===== config.mk =====
export PLATFORM = sky130hd
export DESIGN_NAME = sweep_cmd_writer_flat
export DESIGN_NICKNAME = d
export VERILOG_FILES = /design/src/rtl/sweep_cmd_writer_if.sv /design/src/rtl/sweep_cmd_writer.sv /design/src/flat_wrapper.sv
export SDC_FILE = /design/constraint.sdc
export NUM_CORES = 1
export LEC_CHECK = 0
export CORE_ASPECT_RATIO = 0.8
export CORE_MARGIN = 3
export CORE_UTILIZATION = 48
export DETAILED_ROUTE_END_ITERATION = 6
export PLACE_DENSITY = 0.82
export SETUP_SLACK_MARGIN = 0.5
export SKIP_LAST_GASP = 1
export SYNTH_ARGS = -nofsm -noshare
export SYNTH_HDL_FRONTEND = slang
export SYNTH_SLANG_ARGS = --single-unit

===== constraint.sdc =====
create_clock -name clk -period 1.6 [get_ports clk]
set_clock_uncertainty 0.05 [all_clocks]
set_input_delay 0.16 -clock clk [delete_from_list [all_inputs] [get_ports clk]]
set_output_delay 0.16 -clock clk [all_outputs]
set_load 0.1 [all_outputs]

===== src/rtl/sweep_cmd_writer_if.sv =====
// Byte-receiver and instruction-FIFO write signals of sweep_cmd_writer.
// master: host/byte-receiver plus FIFO side (drives bytes and full flag).
// slave : the command writer itself.
interface sweep_cmd_writer_if;
  logic [7:0]  rx_data;
  logic        rx_valid;
  logic        rx_ready;
  logic [87:0] fifo_data;
  logic        fifo_wr_en;
  logic        fifo_full;

  modport master (
    output rx_data,
    output rx_valid,
    input  rx_ready,
    input  fifo_data,
    input  fifo_wr_en,
    output fifo_full
  );

  modport slave (
    input  rx_data,
    input  rx_valid,
    output rx_ready,
    output fifo_data,
    output fifo_wr_en,
    input  fifo_full
  );
endinterface


===== src/rtl/sweep_cmd_writer.sv =====
// sweep_cmd_writer: assembles framed host bytes into 88-bit sweep/PLL
// instruction words, validates them and pushes them into the sweeper FIFO.
// Frame: SYNC_BYTE, 11 payload bytes MSB first, then (with CMD_CHECKSUM_EN
// defined) an XOR checksum byte over the payload.
// Optional feature macro: CMD_CHECKSUM_EN (undefined = no checksum byte).
module sweep_cmd_writer #(
  parameter int unsigned TIMEOUT_CYCLES = 50000,
  parameter logic [7:0]  SYNC_BYTE      = 8'hA5
) (
  input  logic                 clk,
  input  logic                 reset,
  sweep_cmd_writer_if.slave    bus,
  output logic                 frame_err,
  output logic [1:0]           err_code,
  output logic [15:0]          cmd_count
);

  localparam int unsigned CNT_W = $clog2(TIMEOUT_CYCLES + 1);
  localparam logic [CNT_W-1:0] IDLE_LAST = CNT_W'(TIMEOUT_CYCLES - 1);
  localparam logic [CNT_W-1:0] IDLE_ONE  = CNT_W'(1);
  localparam logic [CNT_W-1:0] IDLE_ZERO = CNT_W'(0);
  localparam logic [3:0]       LAST_IDX  = 4'd10;

`ifdef CMD_CHECKSUM_EN
  // All 11 payload bytes live in the shift register before the checksum byte.
  localparam int unsigned SHIFT_W = 88;
`else
  // The 11th payload byte is used straight from rx_data, so 10 bytes suffice.
  localparam int unsigned SHIFT_W = 80;
`endif

  localparam logic [1:0] ERR_NONE     = 2'd0;
  localparam logic [1:0] ERR_TIMEOUT  = 2'd1;
  localparam logic [1:0] ERR_CHECKSUM = 2'd2;
  localparam logic [1:0] ERR_RESERVED = 2'd3;

  typedef enum logic [1:0] {
    HUNT    = 2'd0,
    PAYLOAD = 2'd1,
    CHECK   = 2'd2,
    WRITE   = 2'd3
  } state_t;

  // True when the reserved field of an instruction word is all zero.
  function automatic logic reserved_clear(input logic [6:0] rsv);
    return ~|rsv;
  endfunction

`ifdef CMD_CHECKSUM_EN
  // Running frame checksum: XOR of all payload bytes.
  function automatic logic [7:0] csum_next(input logic [7:0] acc, input logic [7:0] b);
    return acc ^ b;
  endfunction

  logic [7:0]         csum_r;
`endif

  state_t             state_r;
  logic [3:0]         byte_idx_r;
  logic [SHIFT_W-1:0] shift_r;
  logic [CNT_W-1:0]   idle_cnt_r;
  logic [87:0]        fifo_data_r;
  logic               rx_ready_r;
  logic               frame_err_r;
  logic [1:0]         err_code_r;
  logic [15:0]        cmd_count_r;

  logic               rx_ready_s;
  logic               accept_s;
  logic               write_s;
  logic               idle_expired_s;
  logic [87:0]        word_s;

  // Ready is forced low while reset is asserted so no byte is taken during
  // reset, yet comes up high on the very first cycle after it.
  assign rx_ready_s     = rx_ready_r & ~reset;
  assign accept_s       = bus.rx_valid & rx_ready_s;
  assign write_s        = (state_r == WRITE) & ~bus.fifo_full;
  assign idle_expired_s = ~accept_s & (idle_cnt_r == IDLE_LAST);

`ifdef CMD_CHECKSUM_EN
  assign word_s = shift_r;
`else
  assign word_s = {shift_r, bus.rx_data};
`endif

  assign bus.rx_ready   = rx_ready_s;
  assign bus.fifo_data  = fifo_data_r;
  assign bus.fifo_wr_en = write_s;
  assign frame_err      = frame_err_r;
  assign err_code       = err_code_r;
  assign cmd_count      = cmd_count_r;

  // Frame assembly FSM: hunt for sync, collect payload, validate, write FIFO.
  always_ff @(posedge clk) begin
    if (reset) begin
      state_r     <= HUNT;
      byte_idx_r  <= 4'd0;
      shift_r     <= {SHIFT_W{1'b0}};
      idle_cnt_r  <= IDLE_ZERO;
      fifo_data_r <= 88'd0;
      rx_ready_r  <= 1'b1;
      frame_err_r <= 1'b0;
      err_code_r  <= ERR_NONE;
      cmd_count_r <= 16'd0;
`ifdef CMD_CHECKSUM_EN
      csum_r      <= 8'd0;
`endif
    end else begin
      frame_err_r <= 1'b0;
      case (state_r)
        HUNT: begin
          rx_ready_r <= 1'b1;
          idle_cnt_r <= IDLE_ZERO;
          if (accept_s && (bus.rx_data == SYNC_BYTE)) begin
            state_r    <= PAYLOAD;
            byte_idx_r <= 4'd0;
`ifdef CMD_CHECKSUM_EN
            csum_r     <= 8'd0;
`endif
          end else begin
            state_r <= HUNT;
          end
        end

        PAYLOAD: begin
          if (accept_s) begin
            idle_cnt_r <= IDLE_ZERO;
            shift_r    <= {shift_r[SHIFT_W-9:0], bus.rx_data};
            byte_idx_r <= byte_idx_r + 4'd1;
`ifdef CMD_CHECKSUM_EN
            csum_r     <= csum_next(csum_r, bus.rx_data);
            if (byte_idx_r == LAST_IDX) begin
              state_r <= CHECK;
            end else begin
              state_r <= PAYLOAD;
            end
`else
            if (byte_idx_r == LAST_IDX) begin
              if (!reserved_clear(word_s[87:81])) begin
                state_r     <= HUNT;
                frame_err_r <= 1'b1;
                err_code_r  <= ERR_RESERVED;
              end else begin
                state_r     <= WRITE;
                rx_ready_r  <= 1'b0;
                fifo_data_r <= word_s;
              end
            end else begin
              state_r <= PAYLOAD;
            end
`endif
          end else if (idle_expired_s) begin
            state_r     <= HUNT;
            frame_err_r <= 1'b1;
            err_code_r  <= ERR_TIMEOUT;
            idle_cnt_r  <= IDLE_ZERO;
          end else begin
            idle_cnt_r <= idle_cnt_r + IDLE_ONE;
          end
        end

`ifdef CMD_CHECKSUM_EN
        CHECK: begin
          if (accept_s) begin
            idle_cnt_r <= IDLE_ZERO;
            if (bus.rx_data != csum_r) begin
              state_r     <= HUNT;
              frame_err_r <= 1'b1;
              err_code_r  <= ERR_CHECKSUM;
            end else if (!reserved_clear(word_s[87:81])) begin
              state_r     <= HUNT;
              frame_err_r <= 1'b1;
              err_code_r  <= ERR_RESERVED;
            end else begin
              state_r     <= WRITE;
              rx_ready_r  <= 1'b0;
              fifo_data_r <= word_s;
            end
          end else if (idle_expired_s) begin
            state_r     <= HUNT;
            frame_err_r <= 1'b1;
            err_code_r  <= ERR_TIMEOUT;
            idle_cnt_r  <= IDLE_ZERO;
          end else begin
            idle_cnt_r <= idle_cnt_r + IDLE_ONE;
          end
        end
`endif

        WRITE: begin
          // No timeout here: the word waits for FIFO space indefinitely.
          idle_cnt_r <= IDLE_ZERO;
          if (write_s) begin
            state_r     <= HUNT;
            rx_ready_r  <= 1'b1;
            cmd_count_r <= cmd_count_r + 16'd1;
          end else begin
            state_r    <= WRITE;
            rx_ready_r <= 1'b0;
          end
        end

        default: begin
          state_r    <= HUNT;
          rx_ready_r <= 1'b1;
          idle_cnt_r <= IDLE_ZERO;
        end
      endcase
    end
  end

endmodule

===== src/flat_wrapper.sv =====
// flat-port wrapper written by rule: the top's interface ports become plain ports
module sweep_cmd_writer_flat 
#(
  parameter int unsigned TIMEOUT_CYCLES = 50000,
  parameter logic [7:0]  SYNC_BYTE      = 8'hA5
)
  (clk, reset, frame_err, err_code, cmd_count, bus_rx_data, bus_rx_valid, bus_rx_ready, bus_fifo_data, bus_fifo_wr_en, bus_fifo_full);
  sweep_cmd_writer_if bus_i ();
  input  logic clk;
  input  logic reset;
  output logic frame_err;
  output logic [1:0] err_code;
  output logic [15:0] cmd_count;
  input wire logic [$bits(bus_i.rx_data)-1:0] bus_rx_data;
  input wire logic [$bits(bus_i.rx_valid)-1:0] bus_rx_valid;
  output wire logic [$bits(bus_i.rx_ready)-1:0] bus_rx_ready;
  output wire logic [$bits(bus_i.fifo_data)-1:0] bus_fifo_data;
  output wire logic [$bits(bus_i.fifo_wr_en)-1:0] bus_fifo_wr_en;
  input wire logic [$bits(bus_i.fifo_full)-1:0] bus_fifo_full;
  assign bus_i.rx_data = bus_rx_data;
  assign bus_i.rx_valid = bus_rx_valid;
  assign bus_rx_ready = bus_i.rx_ready;
  assign bus_fifo_data = bus_i.fifo_data;
  assign bus_fifo_wr_en = bus_i.fifo_wr_en;
  assign bus_i.fifo_full = bus_fifo_full;
  sweep_cmd_writer #(.TIMEOUT_CYCLES(TIMEOUT_CYCLES), .SYNC_BYTE(SYNC_BYTE)) u_core (.clk(clk), .reset(reset), .bus(bus_i), .frame_err(frame_err), .err_code(err_code), .cmd_count(cmd_count));
endmodule

==> results <==
## flip-flops by register name, summed over array words and instances, names as in the netlist
signal and flops:
u_core.frame_err 1, u_core.cmd_count 16, u_core.byte_idx_r 4, u_core.bus.fifo_data 88, u_core.idle_cnt_r 16, u_core.err_code 2, u_core.shift_r 80, u_core.rx_ready_r 1
u_core.state_r 2
## report_power, final
part / switching (uW) / total [uW] / internal (uW)
logic: 137 / 203 / 65.6
registers: 0.176 / 5210 / 5210
clock network: 2050 / 5110 / 3060
## layout make-up
type                    count  share of cell area, %
clock inverters             7                  0.892
repair buffers            216                   28.2
inverters                   9                  0.265
clock buffers              27                   4.61
flip-flops and latches    210                   34.3
multi-input cells         659                   29.7
well taps                 210                   2.06
## placed cells by master (no fill, tap or decap), types with 12 or more instances in the layout
cell type	synthesis	routed
nand4_1	12	12
dfxtp_2	0	107
dfxtp_1	210	93
buf_12	1	129
nand2_2	0	17
a21oi_1	172	121
clkbuf_16	0	29
nand2_1	332	284
nand2_4	0	31
buf_4	0	53
a21oi_2	0	51
xnor2_1	15	14
nor2_1	33	26
## synth_stat cells, types with 2 or more instances
master | number | area [sq um]
o21ai_0 | 4 | 20.0
nand3b_1 | 3 | 22.5
nor2_1 | 33 | 124
xnor2_1 | 15 | 131
nor2b_1 | 3 | 18.8
ha_1 | 4 | 50.1
o31ai_1 | 2 | 15.0
nor4_1 | 7 | 43.8
buf_2 | 21 | 105
and3_1 | 8 | 50.1
nor4bb_1 | 2 | 20.0
dfxtp_1 | 210 | 4200
clkbuf_1 | 37 | 139
or3_1 | 5 | 31.3
and3b_1 | 2 | 17.5
and4b_1 | 2 | 20.0
nand2_1 | 332 | 1250
or4_1 | 4 | 30.0
nand3_1 | 13 | 65.1
inv_1 | 9 | 33.8
and4_1 | 3 | 26.3
nor3_1 | 6 | 30.0
a21oi_1 | 172 | 861
nand4_1 | 12 | 75.1
xor2_1 | 10 | 87.6
## worst max path at each step
stage	startpoint	to	cells after the start	slack, ps
6_report	u_core.idle_cnt_r[15]	u_core.idle_cnt_r[6]	5	-280
3_3_place_gp	bus_fifo_full	u_core.cmd_count[15]	6	-190
3_5_place_dp	bus_rx_valid	u_core.bus.fifo_data[0]	7	-270
2_1_floorplan	u_core.idle_cnt_r[11]	u_core.idle_cnt_r[14]	6	-80
5_1_grt	u_core.byte_idx_r[0]	u_core.bus.fifo_data[37]	8	-330
4_1_cts	u_core.idle_cnt_r[12]	u_core.err_code[1]	4	-130
## critical path: cells and delay by family (launching register included)
kind                   cells  cell delay [ps]
buffers and inverters      1              160
flip-flops                 1              330
AND/OR/NAND/NOR            4             1210
## layer usage
metal  GRT usage [%]  routed length (microns)  vias to the layer above
met5               0                        0                        -
met4            8.44                     1360                        0
met3            5.33                     2550                      124
li1                -                        -                     3469
met1            30.8                    10400                     3718
met2            43.3                    13200                      507
## metrics by stage
step | utilization [%] | std cells | instance area (sq um)
finish | 83.4 | 1338 | 12800
global route | 83.4 | 1338 | 12800
CTS | 78.3 | 1320 | 12000
detailed placement | 70.6 | 1266 | 10800
global placement | 70.6 | 1266 | 10800
floorplan | - | 938 | 8210
## cell families after synthesis
family,Yosys count
buffers and inverters,69
multiplexers,2
AO/OA/AOI/OAI,184
XOR/XNOR,25
flip-flops,210
AND/OR/NAND/NOR,444
adder cells (fa/ha/maj),4
## timing repair
action                     4_1_cts  5_1_grt
setup endpoints to repair      319      319
resized for setup               29      138
pin swaps                        8       60
cloned                           8       11
hold endpoints to repair         4        0
hold buffers                     1        0
buffers inserted                11        7
==> flow_summary.yaml <==
yosys:
  synthMuxAreaShare_pct: 0.277
  seq_area_frac_synth_pct: 54.8
  syn_avg_cell_area_sq_um: 8.18
  synth_cells: 938
  ys.flop_type: "dfxtp_1"
  ys_warn_count: 0
  synth_compound_area_share_pct: 12.4
  synth-simple-area-share_pct: 25.0
  synthAdderAreaFrac_pct: 0.652
  syn_area_sq_mm: 0.00767
  synth_top_family_by_area: "simple AND/OR/NAND/NOR gates"
  async_reset_ff_share_pct: 0
  syn_nets: 954
  synth_edf_count: 0
  synth_xor_area_share_pct: 2.85
  yosys_register_bits: 210
  synth_cell_type_count: 44
die:
  num_rows: 40
  start_util_pct: 50.1
  die_w_microns: 147
  num_io_pins: 121
  core_area_sq_mm: 0.0153
  die_h_microns: 119
  die-area_sq_mm: 0.0175
clocking:
  cts_made_buffers: 20
  cts_sinks: 210
  clk_pin_slew_ps: 80
  clockBufferDepth: 3
  htree_num_levels: 1
  cts_root_buf: "clkbuf_16"
  tritoncts: "yes"
  clock_latency_ps: 510
timing:
  slew_violations: 0
  worst_pin_slew_ps: 871
  fin_crit_sh_pct: 117
  hold_viol: 0
  period_needed_ps: 1880
  max_clock_freq_ghz: 0.533
  fin_setup_tns_ps: -21020
  fin_ws_ps: -277
  final-setup-viol-count: 169
  slew_headroom_pct: 41.9
  hold_slack_ps: 282
  rsz0062_at_grt: "yes"
finish:
  seq_area_sq_mm: 0.00438
  antenna_cells: 0
  nets: 1132
  fill_cells: 718
  multiInputGateArea_sq_mm: 0.00379
  drive_above_1_share_pct: 43.4
  area_growth_pct: 66.4
detailed_routing:
  wl_per_cell_microns: 20.6
  drtIter0Drc: 737
  antenna_left: 0
  firstDrtPassIters: 5
  wl_microns: 27500
  post-route-drc-count: 0
  viasPerCell: 5.84
  dr_total_vias: 7818
worst_setup_path:
  worst-path-max-fanout: 8
  cp-end-kind: "flop"
  reg2regPathDepth: 5
  crit_type: "reg -> reg"
  crit_required_ps: 1920
  cp_slowest_cell: "or4bb_4"
  cp_cell_sequence: "or4bb_4 -> nor4_4 -> or4_4 -> clkbuf_16 -> nor2_1"
  critical_path.max_stage_delay_ps: 560
  worstPathArrival_ps: 2200
  reg2reg_slack_ps: -280
  r2r-end: "u_core.idle_cnt_r[6]"
  cp-start-kind: "flop"
  r2r_start: "u_core.idle_cnt_r[15]"
global_routing:
  track_usage_pct: 24.9
  antenna_found_initial: 0
  grt_max_degree: 107
  overflow: 0
  grt_pass1_vias: 7285
  grt_pass1_wl_microns: 36200
placed_design:
  port-buffer-count: 120
  gp_congestion: 0.832
  dp_hpwl_microns: 13300
  pre_cts_ws_ps: -271
worst_hold_path:
  worstHoldPathCells: 3
  hp-class: "in -> reg"
  hp-start: "bus_rx_data[3]"
  hold_path_end: "u_core.shift_r[3]"
pwr:
  powerDensity_mw_per_mm2: 824
  power_uw: 10500
  irDropWorstVdd_mv: 1.09
  p_leak_uw: 0.00451
run_status:
  outcome: "finished, violations left"
  violations: "setup timing"
job:
  maxCapViolCount: 0
No activity file was read; power rests on OpenSTA's default activity.
